## src/rtl/parity_frame_pkg.sv

```systemverilog
// Shared definitions for the parity frame transmitter: FSM encodings and frame geometry.
package parity_frame_pkg;

  typedef logic [2:0] state_t;

  localparam state_t ST_IDLE   = 3'd0;
  localparam state_t ST_START  = 3'd1;
  localparam state_t ST_DATA   = 3'd2;
  localparam state_t ST_PARITY = 3'd3;
  localparam state_t ST_STOP   = 3'd4;

  // Serial bits per frame: start + W data + parity + stop.
  function automatic int frame_bits(input int w);
    return w + 3;
  endfunction

endpackage

```

## src/rtl/parity_frame_tx_baud_tick_gen.sv

```systemverilog
// Bit-period counter: counts 0..CLKS_PER_BIT-1, ticks on the last count, clears while idle.
module baud_tick_gen #(
  parameter int CLKS_PER_BIT = 4
) (
  input  logic clk,
  input  logic rst_n,
  input  logic clr,
  output logic tick,
  output logic tick_next
);

  localparam int CW = (CLKS_PER_BIT > 1) ? $clog2(CLKS_PER_BIT) : 1;
  localparam logic [CW-1:0] LAST_CNT = CW'(CLKS_PER_BIT - 1);

  logic [CW-1:0] cnt_q;
  logic [CW-1:0] cnt_d;

  assign tick = (cnt_q == LAST_CNT);

  always_comb begin
    cnt_d = cnt_q + 1'b1;
    if (clr || tick) begin
      cnt_d = '0;
    end
  end

  // Lets the parent register a pulse that lines up with the final clock of a bit.
  assign tick_next = (cnt_d == LAST_CNT);

  always_ff @(posedge clk or negedge rst_n) begin
    if (!rst_n) begin
      cnt_q <= '0;
    end else begin
      cnt_q <= cnt_d;
    end
  end

endmodule

```

## src/rtl/parity_frame_tx.sv

```systemverilog
// Serialises a word plus its parity as start/data(LSB first)/parity/stop, with registered outputs.
module parity_frame_tx
  import parity_frame_pkg::*;
#(
  parameter int W            = 16,
  parameter int CLKS_PER_BIT = 4
) (
  input  logic         clk,
  input  logic         rst_n,
  input  logic [W-1:0] a,
  input  logic         parity,
  input  logic         valid,
  output logic         ready,
  output logic         tx,
  output logic         busy,
  output logic         done,
  output logic         par_mismatch
);

  localparam int IDXW = $clog2(W);
  localparam logic [IDXW-1:0] LAST_IDX = IDXW'(W - 1);

  state_t         state_q, state_d;
  logic [W-1:0]   shift_q, shift_d;
  logic           par_q, par_d;
  logic [IDXW-1:0] bit_idx_q, bit_idx_d;
  logic           tx_q, tx_d;
  logic           ready_q, ready_d;
  logic           busy_q, busy_d;
  logic           done_q, done_d;
  logic           mism_q, mism_d;

  logic baud_clr;
  logic tick;
  logic tick_next;

  baud_tick_gen #(
    .CLKS_PER_BIT(CLKS_PER_BIT)
  ) u_baud (
    .clk       (clk),
    .rst_n     (rst_n),
    .clr       (baud_clr),
    .tick      (tick),
    .tick_next (tick_next)
  );

  always_comb begin
    state_d   = state_q;
    shift_d   = shift_q;
    par_d     = par_q;
    bit_idx_d = bit_idx_q;
    mism_d    = mism_q;
    baud_clr  = 1'b0;

    case (state_q)
      ST_IDLE: begin
        baud_clr = 1'b1;
        if (valid) begin
          state_d = ST_START;
          shift_d = a;
          par_d   = parity;
          mism_d  = (parity != ^a);
        end
      end
      ST_START: begin
        if (tick) begin
          state_d   = ST_DATA;
          bit_idx_d = '0;
        end
      end
      ST_DATA: begin
        if (tick) begin
          if (bit_idx_q == LAST_IDX) begin
            state_d   = ST_PARITY;
            bit_idx_d = '0;
          end else begin
            shift_d   = shift_q >> 1;
            bit_idx_d = bit_idx_q + 1'b1;
          end
        end
      end
      ST_PARITY: begin
        if (tick) begin
          state_d = ST_STOP;
        end
      end
      ST_STOP: begin
        if (tick) begin
          state_d = ST_IDLE;
        end
      end
      default: begin
        state_d = ST_IDLE;
      end
    endcase
  end

  // Outputs are decoded from the next state so they change on the same edge as the FSM.
  always_comb begin
    tx_d = 1'b1;
    case (state_d)
      ST_START:  tx_d = 1'b0;
      ST_DATA:   tx_d = shift_d[0];
      ST_PARITY: tx_d = par_d;
      default:   tx_d = 1'b1;
    endcase
    ready_d = (state_d == ST_IDLE);
    busy_d  = !ready_d;
    done_d  = (state_d == ST_STOP) && tick_next;
  end

  always_ff @(posedge clk or negedge rst_n) begin
    if (!rst_n) begin
      state_q   <= ST_IDLE;
      shift_q   <= '0;
      par_q     <= 1'b0;
      bit_idx_q <= '0;
      tx_q      <= 1'b1;
      ready_q   <= 1'b1;
      busy_q    <= 1'b0;
      done_q    <= 1'b0;
      mism_q    <= 1'b0;
    end else begin
      state_q   <= state_d;
      shift_q   <= shift_d;
      par_q     <= par_d;
      bit_idx_q <= bit_idx_d;
      tx_q      <= tx_d;
      ready_q   <= ready_d;
      busy_q    <= busy_d;
      done_q    <= done_d;
      mism_q    <= mism_d;
    end
  end

  assign tx           = tx_q;
  assign ready        = ready_q;
  assign busy         = busy_q;
  assign done         = done_q;
  assign par_mismatch = mism_q;

endmodule

```

## config.mk

```make
export PLATFORM = sky130hd
export DESIGN_NAME = parity_frame_tx
export DESIGN_NICKNAME = d
export VERILOG_FILES = /design/src/rtl/parity_frame_pkg.sv /design/src/rtl/parity_frame_tx_baud_tick_gen.sv /design/src/rtl/parity_frame_tx.sv
export SDC_FILE = /design/constraint.sdc
export NUM_CORES = 1
export LEC_CHECK = 0
export CORE_UTILIZATION = 24
export DETAILED_ROUTE_END_ITERATION = 10
export GPL_TIMING_DRIVEN = 0
export HOLD_SLACK_MARGIN = 0.15
export SYNTH_ARGS = -nofsm -noshare
export SYNTH_HDL_FRONTEND = slang
export SYNTH_SLANG_ARGS = --single-unit
```

## constraint.sdc

```tcl
create_clock -name clk -period 4.3 [get_ports clk]
set_input_delay 0.43 -clock clk [delete_from_list [all_inputs] [get_ports clk]]
set_output_delay 0.43 -clock clk [all_outputs]
set_load 0.005 [all_outputs]
```

==> impl_metrics.toml <==
[cells_and_area]
n_antenna_cell = 0
multi_input_area_um2 = 712
nFillCells = 622
area_delta_synth_final_pct = 28.9
layout.nets = 208
register_area_um2 = 778
fin_util_pct = 32.9
final_common_cell = "nand2_1"
final_cell_mix = "41 x nand2_1, 29 x dfrtp_1, 23 x clkdlybuf4s50_1"
drive_gt1_share_pct = 13.4

[sta]
finalHoldViolCount = 0
fin_crit_sh_pct = 44.6
max_freq_mhz = 522
rsz0062_at_grt = "no"
finalSetupTns_ps = 0
setup_slack_ps = 2380
worst_pin_slew_ps = 716
finalCriticalPeriod_ps = 1920
final.setup_skew_ps = 5.73
slew_headroom_pct = 52.3
slew_viol_final = 0
setup_viol = 0

[power]
power.share.clock_pct = 23.8
pwr-share-seq_pct = 39.4
powerDensity_nw_per_um2 = 637
power_switching_mw = 0.435
ir_drop_uv = 247
pwr-share-comb_pct = 36.8
p_leak_nw = 0.879
swShare_pct = 34.3
cell_internal_pwr_mw = 0.833

[synth]
synth-edff-count = 0
yosysWarningCount = 0
yosys.area.top_type_share_pct = 47.0
synth_ff_type = "dfrtp_1"
synthTopCellsByArea = "dfrtp_1 47%, nand2_1 10%, xnor2_1 7.4%, a22oi_1 6.8%, dfstp_2 3.4%"
synth_cell_type_count = 36
syn-num-nets = 177
syn_area_um2 = 1550
synthArstFlopShare_pct = 100
syn_area_per_cell_um2 = 9.97
synth-seq-cells = 31
seq_area_frac_synth_pct = 50.4
synth_largest_area_cell = "dfrtp_1"
synthCells = 155

[cts]
cts_sinks = 31
clk_path_buf_depth = 2
cts_tree = "done"
cts-resized-gates = 0
clkTransAtPathRegs_ps = 70
cts_root_buffer = "clkbuf_8"
clkLatencyLatePin_ps = 290
post_cts_buffers = 0
cts_hold_repair.buffers = 0
htreeDepth = 2
cts_buffers = 5

[floorplan]
die-area_um2 = 6760
initial_utilization_pct = 25.5
num_rows = 28
die_x_um = 82.2
pin_count = 25
fp.dieH_um = 82.2
core_um2 = 6060

[global_route]
grt_pass1_wl_mm = 5.38
grt_pass1_vias = 1115
grt_max_degree = 32
grt_usage_pct = 11.0
grt_overflow = 0
antenna_found_initial = 0

[setup_path]
crit_family = "XOR/XNOR gates"
path_class = "in2reg"
critPathCaptureType = "register"
cpPeakStageDelay_ps = 520
cp_max_fo = 2
crit_buf_inv = 1
cp_cell_sequence = "clkdlybuf4s50_1 > xor2_1 > xnor2_1 > xnor3_1 > xnor2_1 > mux2_4"
setup.worst_path.start_class = "input pin"
cp_slowest_cell = "clkdlybuf4s50_1"
crit_arrival_ps = 2090
crit_top_cell = "xnor2_1"
cp.required_ps = 4480

[detailed_routing]
first_pass_iters = 4
first_iter_violations = 68
routed_wirelength_mm = 3.34
final_antenna_net_count = 0
avgRoutedWirePerCell_um = 12.8
drcViolationCount = 0
viasPerCell = 4.61
vias = 1208

[min_path]
hp-class = "in2async"

[placed_design]
io_buffers = 24
pre_cts_slack_ps = 2060
place_hpwl_mm = 2.33
gp_congestion = 0.792

[flow_run]
drv_cap = 0

[run_status]
outcome = "finished, final reports clean"
## through the flow
| step | area [um2] | cells | hold slack [ps] | total power, mW |
|---|---|---|---|---|
| 3_3_place_gp | 1880 | 254 | 442 | 0.951 |
| 5_1_grt | 1990 | 262 | 253 | 1.36 |
| 4_1_cts | 1990 | 262 | 212 | 1.28 |
| 6_report | 1990 | 262 | 195 | 1.27 |
| 2_1_floorplan | 1550 | 155 | 134 | 0.819 |
| 3_5_place_dp | 1870 | 254 | 446 | 0.968 |
## flip-flops by register name (all words and copies together), names as in the netlist, 2 cells and up
register	cells
u_baud.cnt_q	2
bit_idx_q	4
state_q	3
shift_q	16
## worst paths after layout
kind / from / end / slack (ps) / cells after the start
setup / recovery: a[5] / par_mismatch$_DFFE_PN0P_ / 2380 / 6
hold / removal: rst_n / state_q[1]$_DFF_PN0_ / 200 / 1
setup reg to reg: u_baud.cnt_q[0]$_DFF_PN0_ / tx$_DFF_PN1_ / 2410 / 7
hold reg to reg: u_baud.cnt_q[0]$_DFF_PN0_ / u_baud.cnt_q[0]$_DFF_PN0_ / 450 / 1
max in group asynchronous: rst_n / shift_q[1]$_DFFE_PN0P_ / 3640 / 1
min in group clk: u_baud.cnt_q[0]$_DFF_PN0_ / u_baud.cnt_q[0]$_DFF_PN0_ / 450 / 1
## per-layer routing
layer / wire length [um] / vias up / global-route usage (%) / part of all wire (%)
met5: 0 / - / 0 / 0
met4: 68 / 0 / 5.79 / 2.0
met3: 132 / 5 / 2.64 / 4.0
met2: 1570 / 24 / 16.4 / 47
met1: 1570 / 581 / 14.6 / 47
li1: - / 598 / - / -
## synthesized netlist by cell type (2+ instances only)
library cell	n
a21oi_1	2
a22o_1	2
a22oi_1	14
buf_2	5
buf_4	2
dfrtp_1	29
dfstp_2	2
ha_1	2
inv_1	3
mux2_2	2
nand2_1	41
nand3_1	4
nor2_1	4
nor3_1	2
nor3b_1	2
o21ai_0	6
xnor2_1	13
xor2_1	2
## cells by family (layout without fill, tap and decap cells)
| logic type | after synthesis | in the layout | synth area share, % |
|---|---|---|---|
| buffers and inverters | 11 | 43 | 3.56 |
| adder cells (fa/ha/maj) | 2 | 2 | 1.62 |
| XOR/XNOR | 16 | 16 | 9.96 |
| AO/OA/AOI/OAI | 29 | 29 | 13.1 |
| multiplexers | 3 | 3 | 2.43 |
| flip-flops | 31 | 31 | 50.4 |
| AND/OR/NAND/NOR | 63 | 63 | 18.9 |
## power by group through the flow
stage	registers [mW]	clock network (mW)	logic [mW]
floorplan	0.488	0	0.331
finish	0.500	0.302	0.466
detailed placement	0.503	0	0.464
CTS	0.499	0.310	0.469
global placement	0.499	0	0.452
global route	0.514	0.323	0.524
## cell type report
| type | instances | share of cell area [%] |
|---|---|---|
| Tap cell | 75 | 4.71 |
| Clock buffer | 6 | 4.15 |
| Multi-Input combinational cell | 113 | 35.7 |
| Buffer | 8 | 2.20 |
| Sequential cell | 31 | 39.1 |
| Timing Repair Buffer | 24 | 11.8 |
| Clock inverter | 2 | 1.76 |
| Inverter | 3 | 0.565 |
No activity file was read; power rests on OpenSTA's default activity.
==> edit (same settings) <==
`CLKS_PER_BIT` is set to 4 in 2 places; all go to 8.
--- a/src/rtl/parity_frame_tx_baud_tick_gen.sv
+++ b/src/rtl/parity_frame_tx_baud_tick_gen.sv
@@ -1,6 +1,6 @@
 // Bit-period counter: counts 0..CLKS_PER_BIT-1, ticks on the last count, clears while idle.
 module baud_tick_gen #(
-  parameter int CLKS_PER_BIT = 4
+  parameter int CLKS_PER_BIT = 8
 ) (
   input  logic clk,
   input  logic rst_n,
--- a/src/rtl/parity_frame_tx.sv
+++ b/src/rtl/parity_frame_tx.sv
@@ -3,7 +3,7 @@
   import parity_frame_pkg::*;
 #(
   parameter int W            = 16,
-  parameter int CLKS_PER_BIT = 4
+  parameter int CLKS_PER_BIT = 8
 ) (
   input  logic         clk,
   input  logic         rst_n,
Function: changed (Yosys sat finds a counterexample within 10 cycles, from zero or initial values and one cycle with rst_n low).
==> edit against the unedited design <==
Sequential cell count grew 1; critical path depth is the same; fmax shrank 4.8%; sequential power grew 2%; final cell count grew 1.5%; wire length shrank 7.6%; power shrank 11%; synthesized area grew 3.6%; largest cell class unchanged; setup slack lost 0.097 ns; first-iteration DRC count shrank 32%; worst hold slack lost 0.0056 ns; cell area grew 1.3%.
==> edit: results <==
[yosys]
netlist_top_cells_count = "nand2_1, dfrtp_1, a22oi_1, xnor2_1, a21oi_1"
synth-seq-area-share_pct = 50.20
syn_nets = 181
ys_types = 35
yosys-top-cells-area = "dfrtp_1, nand2_1, xnor2_1"
async_flop_share_pct = 100.0
yosys_warnings = 0

[clock_tree]
cts_resized = 0
cts_made_buffers = 5
cts.clk_slew.worst_paths_ns = 0.08
root_buffer = "clkbuf_8"
cts_buffer_depth = 2
postCtsSetupRepairBufs = 0

[global_routing]
track_usage_pct = 10.05
grt_pass1_vias = 1238
grt_start_max_net_pins = 33
grt_pass1_wl_mm = 5.589
antenna_found_initial = 0

[pwr]
leakage_nw = 0.8725
p_sw_uw = 389.6
ir_drop_uv = 207.9

[detailed_routing]
drt-initial-drc-count = 46
wire_per_inst_microns = 11.61
viasPerCell = 4.474

[cells_and_area]
nets = 212
reg.largest.list = "shift_q x16, bit_idx_q x4"
layout-drive-gt1-share_pct = 11.64

[place]
dp_slack_ns = 2.077
gp_congestion = 0.7240
port_buffers = 24
dp_hpwl_mm = 2.270

[run_status]
status = "completed"

[sta]
tightest_slew_ns = 0.7001
skew_ns = 0.01195

[min_path]
hp-class = "primary input to async pin"

[worst_setup_path]
cp_data_arrival_time_ns = 2.24
path_max_fanout = 10
==> edit: cell count changes after synthesis, sizes merged, moves of 2 or more <==
cell	delta
ha	+2
a31oi	+2
nor3	+4
a21oi	+5
nand3	-4
nand2	-3
a22o	-2
and2	+2
buf	-3
==> edit: critical path: stages (launching register included) <==
cell,delay (ns)
dfrtp_1,0.44
ha_1,0.27
and3_1,0.23
nor3_4,0.37
clkbuf_1,0.41
a22oi_1,0.16
nand2_1,0.07
==> edit: power groups by stage <==
stage | sequential [mW] | combinational [mW] | clock [mW]
floorplan | 0.497 | 0.280 | 0
global placement | 0.512 | 0.389 | 0
detailed placement | 0.516 | 0.397 | 0
CTS | 0.511 | 0.398 | 0.236
global route | 0.531 | 0.455 | 0.247
finish | 0.510 | 0.389 | 0.227
==> edit: area by class of cell <==
cell class	count	area, sq um
Clock buffer	6	72.57
Timing Repair Buffer	24	235.2
Inverter	3	11.26
Multi-Input combinational cell	117	759.5
Fill cell	693	4369
Buffer	5	26.28
Tap cell	77	96.34
Sequential cell	32	803.3
Clock inverter	2	12.51
==> edit: metal layers <==
metal | track usage (%) | up-vias | wire, microns
met5 | 0 | - | 0
met4 | 5.085 | 0 | 66
met3 | 2.770 | 7 | 121
met2 | 14.63 | 24 | 1344
met1 | 13.62 | 559 | 1554
li1 | - | 600 | -
==> edit: cell families (layout without fill, tap and decap cells) <==
group                      Yosys count  in the layout  share of synthesized area (%)
and+or+nand+nor                     63             63                          18.77
AOI/OAI and AO/OA                   32             32                          14.31
DFF                                 32             32                          50.20
xor gates and xnor gates            16             16                          9.617
buffers and inverters                8             40                          2.345
adders and majority gates            4              4                          3.128
muxes                                2              2                          1.642
==> edit: final timing paths <==
kind,startpoint,endpoint,slack (ns),depth (start not counted)
worst max-delay path,bit_idx_q[0],shift_q[13],2.29,6
worst min-delay path,rst_n,shift_q[15],0.19,1
worst max register to register,bit_idx_q[0],shift_q[13],2.29,6
worst min register to register,u_baud.cnt_q[0],u_baud.cnt_q[0],0.47,1
max in group asynchronous,rst_n,shift_q[12],3.66,1
min in group clk,u_baud.cnt_q[0],u_baud.cnt_q[0],0.47,1
==> edit: metrics by stage <==
stage | util (%) | cell area (sq um) | instances
3_3_place_gp | 30.33 | 1937 | 258
2_1_floorplan | - | 1600 | 157
5_1_grt | 31.58 | 2017 | 266
6_report | 31.58 | 2017 | 266
4_1_cts | 31.58 | 2017 | 266
3_5_place_dp | 30.25 | 1932 | 258
